**src/rtl/down_counter_pkg.sv**
```systemverilog
// Shared definitions for the loadable down counter: FSM states and default width.
package down_counter_pkg;

  localparam int unsigned DEFAULT_SIZE = 5;

  typedef enum logic {
    IDLE = 1'b0,
    RUN  = 1'b1
  } state_t;

endpackage

```
**src/rtl/down_counter.sv**
```systemverilog
// Loadable down counter with handshake load, optional auto-reload on terminal
// count, cancel, and a registered single-cycle expiry pulse.
module down_counter
  import down_counter_pkg::*;
#(
  parameter int unsigned Size = DEFAULT_SIZE
) (
  input  logic            clock,
  input  logic            reset,
  input  logic            load_valid,
  input  logic [Size-1:0] load_value,
  output logic            load_ready,
  input  logic            enable,
  input  logic            auto_reload,
  input  logic            cancel,
  output logic [Size-1:0] count,
  output logic            busy,
  output logic            expired
);

  localparam logic [Size-1:0] COUNT_ONE = Size'(1);

  state_t          r_state;
  logic [Size-1:0] r_count;
  logic [Size-1:0] r_reload;
  logic            r_expired;

  always_ff @(posedge clock) begin
    if (!reset) begin
      r_state   <= IDLE;
      r_count   <= '0;
      r_reload  <= '0;
      r_expired <= 1'b0;
    end else begin
      r_expired <= 1'b0;
      unique case (r_state)
        IDLE: begin
          if (load_valid) begin
            r_count  <= load_value;
            r_reload <= load_value;
            // A zero start value expires immediately without entering RUN.
            if (load_value == '0) r_expired <= 1'b1;
            else                  r_state   <= RUN;
          end
        end
        RUN: begin
          if (cancel) begin
            r_count <= '0;
            r_state <= IDLE;
          end else if (enable) begin
            if (r_count > COUNT_ONE) begin
              r_count <= r_count - COUNT_ONE;
            end else begin
              r_expired <= 1'b1;
              if (auto_reload) begin
                r_count <= r_reload;
              end else begin
                r_count <= '0;
                r_state <= IDLE;
              end
            end
          end
        end
        default: r_state <= IDLE;
      endcase
    end
  end

  assign load_ready = (r_state == IDLE);
  assign busy       = (r_state == RUN);
  assign count      = r_count;
  assign expired    = r_expired;

endmodule

```
**config.mk**
```make
export PLATFORM = sky130hd
export DESIGN_NAME = down_counter
export DESIGN_NICKNAME = d
export VERILOG_FILES = /design/src/rtl/down_counter_pkg.sv /design/src/rtl/down_counter.sv
export SDC_FILE = /design/constraint.sdc
export NUM_CORES = 1
export LEC_CHECK = 0
export CAP_MARGIN = 30
export CORE_MARGIN = 2
export CORE_UTILIZATION = 45
export DETAILED_ROUTE_END_ITERATION = 8
export PLACE_DENSITY = 0.76
export SYNTH_ARGS = -nofsm -noshare
export SYNTH_HDL_FRONTEND = slang
export SYNTH_SLANG_ARGS = --single-unit
```
**constraint.sdc**
```tcl
create_clock -name clock -period 1.95 [get_ports clock]
set_clock_uncertainty 0.05 [all_clocks]
set_input_delay 0.39 -clock clock [delete_from_list [all_inputs] [get_ports clock]]
set_output_delay 0.39 -clock clock [all_outputs]
set_load 0.1 [all_outputs]
```
Word level (Yosys, flattened, before mapping)
Index checks and enable logic that the tools add are counted.

Bits in registers: 12. Latch bits: 0. Bits in writable memories: 0. Bits in read-only memories: 0. Input port bits: 11. Output and inout bits: 8. Memories: 0.

Add/subtract/negate cells: 1. Multipliers: 0. Divide/modulo/power cells: 0. $lt $le $gt $ge: 1. Eq/ne operators: 2. Shift-type cells: 0. Muxes and demuxes: 19. Bitwise logic cells: 1. Reduce and logical (&&, ||, !) cells: 3.

Operators by type and width (number): 2-to-1 mux 5 bit (5); 2-to-1 mux 1 bit (11); case mux 5 bit (2 select lines) (1); greater-than comparator 5 x 1 -> 1 bit, second input constant (1); logical NOT 5 bit (1); subtractor 5 x 1 -> 5 bit, second input constant (1); case mux 1 bit (2 select lines) (2); AND reduction 2 bit (2); != test 3 bit, second input constant (1); != test 2 bit, second input constant (1); inverter 1 bit (1).

Logic depth before layout (Yosys ltp)
Gate-level depths: netlist of the first run.

Depth in word-level cells: 5. Depth in mapped cells: 7. Gate-level depth less buffers: 6.

Worst setup path before layout of the first run
OpenSTA, ideal clock, no wires.

Kind: register -> register. Start point: register r_state, in the netlist busy. End point: register r_count[0], in the netlist count[0]. Library setup time: 0.064 ns. Arrival time: 2.464 ns. Setup slack: -0.627 ns. Cell stages (with the launch flop): 5. Path buffers: 0. Period minus slack after synthesis: 2.577 ns. Cells stage by stage: dfxtp_1 -> inv_1 -> nor2_1 -> a41o_1 -> o221a_1.

Cells in the longest elaborated chain, start to end: 3. Elaborated cells on any way between the ends: 5. Classes of those cells: eq/ne: 2; mux: 1; bitwise: 1; reduce/logical: 1.

RTL lines: start, declared (RTL line down_counter.sv:23) `state_t r_state;`; start signal, assigned (RTL line down_counter.sv:30) `r_state <= IDLE;`; start signal, assigned (RTL line down_counter.sv:43) `else r_state <= RUN;`; start signal, assigned (RTL line down_counter.sv:49) `r_state <= IDLE;`; inverter 1 bit *; named net load_ready (RTL line down_counter.sv:12) `output logic load_ready,`; != test 2 bit (no source line); AND reduction 2 bit (no source line); end signal, assigned (RTL line down_counter.sv:39) `r_count <= load_value;`; end signal, assigned (RTL line down_counter.sv:52) `r_count <= r_count - COUNT_ONE;`; end signal, assigned (RTL line down_counter.sv:56) `r_count <= r_reload;`; end, declared (RTL line down_counter.sv:24) `logic [Size-1:0] r_count;`.

The timed path passes the listed nets; every way through them passes the cells marked *. A chain may end at the register's enable or synchronous reset.

Worst setup path in the final report of the first run
Start point: register r_count[1], in the netlist count[1]. End point: register r_count[0], in the netlist count[0].

Cells in the longest elaborated chain, start to end: 5.

RTL lines: greater-than comparator 5 x 1 -> 1 bit (RTL line down_counter.sv:51) `if (r_count > COUNT_ONE) begin`; 2-to-1 mux 5 bit (RTL line down_counter.sv:51); 2-to-1 mux 5 bit (RTL line down_counter.sv:50) `end else if (enable) begin`; 2-to-1 mux 5 bit (RTL line down_counter.sv:47) `if (cancel) begin`; case mux 5 bit (2 select lines) (RTL line down_counter.sv:36) `unique case (r_state)`.

Every way passes these cells. The select of a mux whose other input is x is not followed.

==> run metrics, run 1 <==
outcome=finished clean; Worst VDD drop=0.0004919 V; Setup Viol. Count Final=0; TNS Setup=0 ns; crit path DAT=~1.8 ns; area share of the leading cell type in the synthesized netlist=0.3529; initial antenna violation count=0; vias in the first global route=between 600 and 700; Total GRT Usage=0.2160; Root Driver=clkbuf_4; Tmin final=~1.7 ns; Final Hold Vio Count=0; worst hold-check path type=reg2reg; CP Cell Sequence=inv_1 > ha_1 > o21bai_2 > and2_4 > a41o_1 > o221a_1; via count=around 730; reg2reg setup slack=between 0.2 and 0.25 ns; residual DRC count=0; CP peak stage delay=roughly 0.39 ns; boundary pin count=19; Sink Count=12; H-tree depth=1; PD cells=between 800 and 900 nW/um^2; met3 usage in global routing=0.04681; global placement routability congestion=0.8601; Detailed Place HPWL=between 1 and 1.5 mm; top-count cell post-synth=nand2_1; fin crit share=0.8789; CTS tree=built; Post-Syn Instances=84; # rows=14; first-pass GRT wire length=approximately 3.0 mm; synthesized area=between 600 and 700 um^2; layout cell share with drive strength beyond 1=0.2264; Seq cells post-synth=12; Die Span X=around 43 um; gr busiest metal=met2; pins over their slew limit=0; synth warn=0; Max transition margin=0.7343; Clock Path Buffers=2; CTS clk-pin slew, worst paths=~0.080 ns; count of port buffers added during placement=18; Post CTS Setup Buffer Count=0; Overall Power=0.0008255 W; CTS buffer count=3; wire length per cell=about 14 um; RSZ-0062 raised after global routing=false; core area=between 1000 and 1500 um^2; CP Launch Type=flip-flop; synth top area cells=dfxtp_1 35%, nand2_1 7.2%, a21oi_1 5.1%, o21ai_0 5.1%, ha_1 3.7%; die area=1840 um^2; syn nets=between 90 and 100; Max Cap Viol=0; Seq/Total Area, Yosys=0.3529; Final nets=120; routing usage on met2=0.3455; Leakage=around 0.37 nW; DR vias/cell=a little under 6; largest net degree at the start of global routing=9; Die H=between 40 and 50 um; kind of critical path=reg2reg; worst path required time=around 2.1 ns; grt total ovfl=0; met1 Usage GRT=0.2734; Initial Util=0.4682; hold_buf cts=0; crit-path max FO=7; Final ANT Viol Nets=0; mean post-synth cell area=just over 8 um^2; worst-margin pin slew=between 0.3 and 0.4 ns; Post-synth ARST share=0; f_max=583.5 MHz; endpoint class of the critical path=flip-flop; Worst path slowest cell=dfxtp_4; clk_lat worst skew=about 0.28 ns; top_reg_cell synth=dfxtp_1; EDFF count, synth=0; synth unique cells=37; 1st-pass router iterations=4; Synth area leader=dfxtp_1; ant diodes=0; top cells by count, synth=13 x nand2_1, 12 x dfxtp_1, 7 x a21oi_1, 7 x o21ai_0, 6 x inv_1; drt first-iter violations=16; P&R area growth vs syn=45.59%; Post-Route WL=between 1.5 and 2 mm; PostCTS Resize Cnt=0
-- cell type report --
class	instances	area, um^2
multi-input cells	64	402.9
clock inverters	1	3.754
well taps	16	20.02
flip-flops and latches	12	252.7
clock buffers	3	22.52
inverters	6	26.28
repair buffers	20	262.8
fillers	129	462.9
-- state kept, by name, summed over array words and instances, names as in the netlist --
| register | count |
|---|---|
| expired | 1 |
| busy | 1 |
| r_reload | 5 |
| count | 5 |
-- worst max-delay path, delay by kind of cell (launching register included) --
| kind | cells | cell delay (ns) |
|---|---|---|
| DFF | 1 | 0.39 |
| and+or+nand+nor | 1 | 0.18 |
| buffers and inverters | 1 | 0.07 |
| AOI/OAI and AO/OA | 3 | 0.72 |
| adders and majority gates | 1 | 0.19 |
-- layout by cell type, fill, tap and decap left out, types with 2 or more instances in the layout --
| master | netlist | layout |
|---|---|---|
| clkbuf_4 | 0 | 3 |
| buf_12 | 0 | 7 |
| buf_4 | 0 | 3 |
| o211ai_1 | 2 | 2 |
| a21oi_1 | 7 | 7 |
| dfxtp_4 | 0 | 2 |
| nor2_1 | 3 | 3 |
| nand2_1 | 13 | 13 |
| dfxtp_1 | 12 | 6 |
| o21ai_0 | 7 | 7 |
| nand3_1 | 3 | 3 |
| clkdlybuf4s50_1 | 0 | 10 |
| inv_1 | 6 | 5 |
| dfxtp_2 | 0 | 4 |
| ha_1 | 2 | 2 |
| nand2b_1 | 2 | 2 |
-- through the flow --
step,std cells,cell area (um^2),hold WS [ns],setup WS [ns],util
floorplan,84,696.9,0.3865,0.004419,-
global placement,118,964.7,0.3983,0.1373,0.6635
detailed placement,118,964.7,0.4062,0.1258,0.6635
CTS,122,991.0,0.4181,0.2436,0.6816
global route,122,991.0,0.4319,0.1574,0.6816
finish,122,991.0,0.4205,0.2362,0.6816
-- logic make-up (layout without fill, tap and decap cells) --
logic type	Yosys count	after routing	synth area share
compound gates	31	31	0.3143
xor+xnor	1	1	0.01287
fa+ha+maj	2	2	0.03676
buf+inv	8	30	0.05514
flops	12	12	0.3529
simple gates	30	30	0.2280
-- where the power goes --
part / leakage [nW] / total (W) / switching, W / internal [W]
combinational: 0.256 / 0.000360 / 0.000219 / 0.000141
sequential: 0.101 / 0.000306 / 0.0000372 / 0.000269
clock: 0.0154 / 0.000159 / 0.0000851 / 0.0000743
-- worst paths after layout --
path	start	endpoint	depth (start not counted)
worst min-delay path	r_reload[3]$_SDFFE_PN0P_	r_reload[3]$_SDFFE_PN0P_	2
worst min register to register	r_reload[3]$_SDFFE_PN0P_	r_reload[3]$_SDFFE_PN0P_	2
worst max register to register	count[1]$_SDFFE_PN0P_	count[0]$_SDFFE_PN0P_	6
worst max-delay path	count[1]$_SDFFE_PN0P_	count[0]$_SDFFE_PN0P_	6
-- per-layer routing --
metal,routed length [um],vias up
met5,0,-
met4,32,0
met3,75,5
met2,809,20
met1,813,339
li1,-,363
No activity file was read; power rests on OpenSTA's default activity.
==> inputs of run 2 (changes only) <==
==> constraint.sdc (replaced) <==
create_clock -name clock -period 1.8 [get_ports clock]
set_clock_uncertainty 0.05 [all_clocks]
set_input_delay 0.36 -clock clock [delete_from_list [all_inputs] [get_ports clock]]
set_output_delay 0.36 -clock clock [all_outputs]
set_load 0.1 [all_outputs]
==> run 2 against run 1 <==
Count of clock-buffer cells in the layout is 1 higher. First-iteration DRC count is 94% higher. Total power is 17% higher. Cell area is 8.3% higher. Critical path depth stayed put. Sequential share of layout area is 1.7 points lower. Sequential power is 9.5% higher. Fmax is 7.4% higher. Die area stayed put. Via count is 3.4% higher. Register-to-register slack worse by 0.03 ns. Setup slack worse by 0.032 ns. Critical path type unchanged.
==> run metrics, run 2 (synthesis gave the netlist of run 1 again) <==
outcome=finished clean; reg2reg setup slack=0.20 ns; post-route design area=1074 um^2; hold depth=2; 1st-pass router iterations=4; ant diodes=0; first-pass GRT wire length=between 3 and 4 mm; drt first-iter violations=31; Sw Ratio=0.3987; Worst R2R Start=count[1]$_SDFFE_PN0P_; vias in the first global route=685; via count=752; crit-path leading delay family=simple AND/OR/NAND/NOR gates; Setup Viol. Count Final=0; DR vias/cell=approximately 6.0; Initial Util=0.4682; setup ws final=slightly above 0.2 ns; crit path DAT=1.74 ns; Post CTS Setup Buffer Count=0; share of power burned in registers=0.347; die area=roughly 1800 um^2; Post-Route WL=between 1.5 and 2 mm; PostCTS Resize Cnt=0; switching pwr=0.0003850 W; initial antenna violation count=0; Die H=~43 um; pins over their slew limit=0; Worst path slowest cell=dfxtp_4; wire length per cell=about 15 um; CP Depth=6; CP Cell Sequence=inv_2 > ha_1 > or3b_1 > nor3_1 > a21oi_1 > a311oi_1; grt total ovfl=0; CTS tree=built; clk_lat worst skew=0.28 ns; hold path start=r_reload[1]$_SDFFE_PN0P_; Final nets=124; area of the multi-input gates=between 400 and 500 um^2; Tmin final=~1.6 ns; endpoint class of the critical path=flip-flop; hold slack=around 0.41 ns; CP peak stage delay=roughly 0.38 ns; worst-margin pin slew=roughly 0.40 ns; largest net degree at the start of global routing=9; R2R Path End=count[4]$_SDFFE_PN0P_; CTS buffer count=3; Critical path buffers and inverters=1; Max Cap Viol=0; fill count=120; FF-to-FF path depth=6; register area=~260 um^2; # rows=14; Worst VDD drop=roughly 0.00067 V; Clock Path Buffers=2; crit-path max FO=6; Final Hold Vio Count=0; combinational share of power=0.426; PD cells=between 800 and 900 nW/um^2; count of port buffers added during placement=18; Root Driver=clkbuf_4; Max transition margin=0.7323; Total GRT Usage=0.2276; kind of critical path=reg2reg; fin crit share=0.8865; commonest non-fill, non-tap cells in the layout=13 x nand2_1, 10 x clkdlybuf4s50_1, 8 x buf_12; Sink Count=12; Final ANT Viol Nets=0; worst slack, placed=-0.01125 ns; Final Core Density=0.7384; core area=roughly 1500 um^2; hold_buf cts=0; layout cell share with drive strength beyond 1=0.2909; Post-DP Area=~1000 um^2; Die Span X=42.89 um; worst hold-check path type=reg2reg; CP Launch Type=flip-flop; Detailed Place HPWL=1.473 mm; worst path required time=approximately 1.9 ns; boundary pin count=19; H-tree depth=1; RSZ-0062 raised after global routing=false; hold endpoint=r_reload[1]$_SDFFE_PN0P_; Clock Power Share=0.227; Internal=0.0005805 W; residual DRC count=0; CTS clk-pin slew, worst paths=roughly 0.08 ns; Leakage=0.4016 nW; f_max=626.7 MHz; commonest non-fill, non-tap cell in the layout=nand2_1; P&R area growth vs syn=57.72%; global placement routability congestion=~0.88
[run 2: power by group through the flow]
stage               Combinational [W]  Clock [W]  Sequential (W)
finish                       0.000411   0.000219        0.000335
global route                 0.000432   0.000241        0.000340
CTS                          0.000409   0.000224        0.000335
detailed placement           0.000407          0        0.000341
global placement             0.000401          0        0.000341
floorplan                    0.000161          0        0.000439
[run 2: worst max-delay path by stage]
stage | from | to | slack (ns)
floorplan | count[1]$_SDFFE_PN0P_ | count[0]$_SDFFE_PN0P_ | -0.01
global placement | cancel | count[3]$_SDFFE_PN0P_ | 0.04
detailed placement | cancel | count[4]$_SDFFE_PN0P_ | -0.01
CTS | count[1]$_SDFFE_PN0P_ | count[4]$_SDFFE_PN0P_ | 0.19
global route | count[0]$_SDFFE_PN0P_ | count[4]$_SDFFE_PN0P_ | 0.08
finish | count[1]$_SDFFE_PN0P_ | count[4]$_SDFFE_PN0P_ | 0.20
[run 2: cell type report]
class,instances,share of cell area
timing repair buffer,24,0.2844
tap,16,0.01865
clock buffer,4,0.03380
multi-input combinational,64,0.4009
inverter,6,0.02448
sequential,12,0.2378
[run 2: per-layer routing]
| layer | part of all wire | wire (um) | vias to the layer above | global-route usage |
|---|---|---|---|---|
| met4 | 0.017 | 32 | 0 | 0.1188 |
| li1 | - | - | 369 | - |
| met5 | 0 | 0 | - | 0 |
| met3 | 0.057 | 106 | 3 | 0.04255 |
| met1 | 0.43 | 801 | 349 | 0.2872 |
| met2 | 0.49 | 914 | 31 | 0.3636 |
[run 2: worst min-delay path, stage by stage (launching register included)]
cell and delay (ns):
dfxtp_1 0.31, nand2_1 0.05, a21oi_1 0.05
[run 2: through the flow]
stage	instances	TNS, ns	power (W)
floorplan	84	-0.01368	0.0006001
finish	126	0	0.0009655
global placement	122	0	0.0007411
detailed placement	122	-0.01125	0.0007485
CTS	126	0	0.0009686
global route	126	0	0.001014
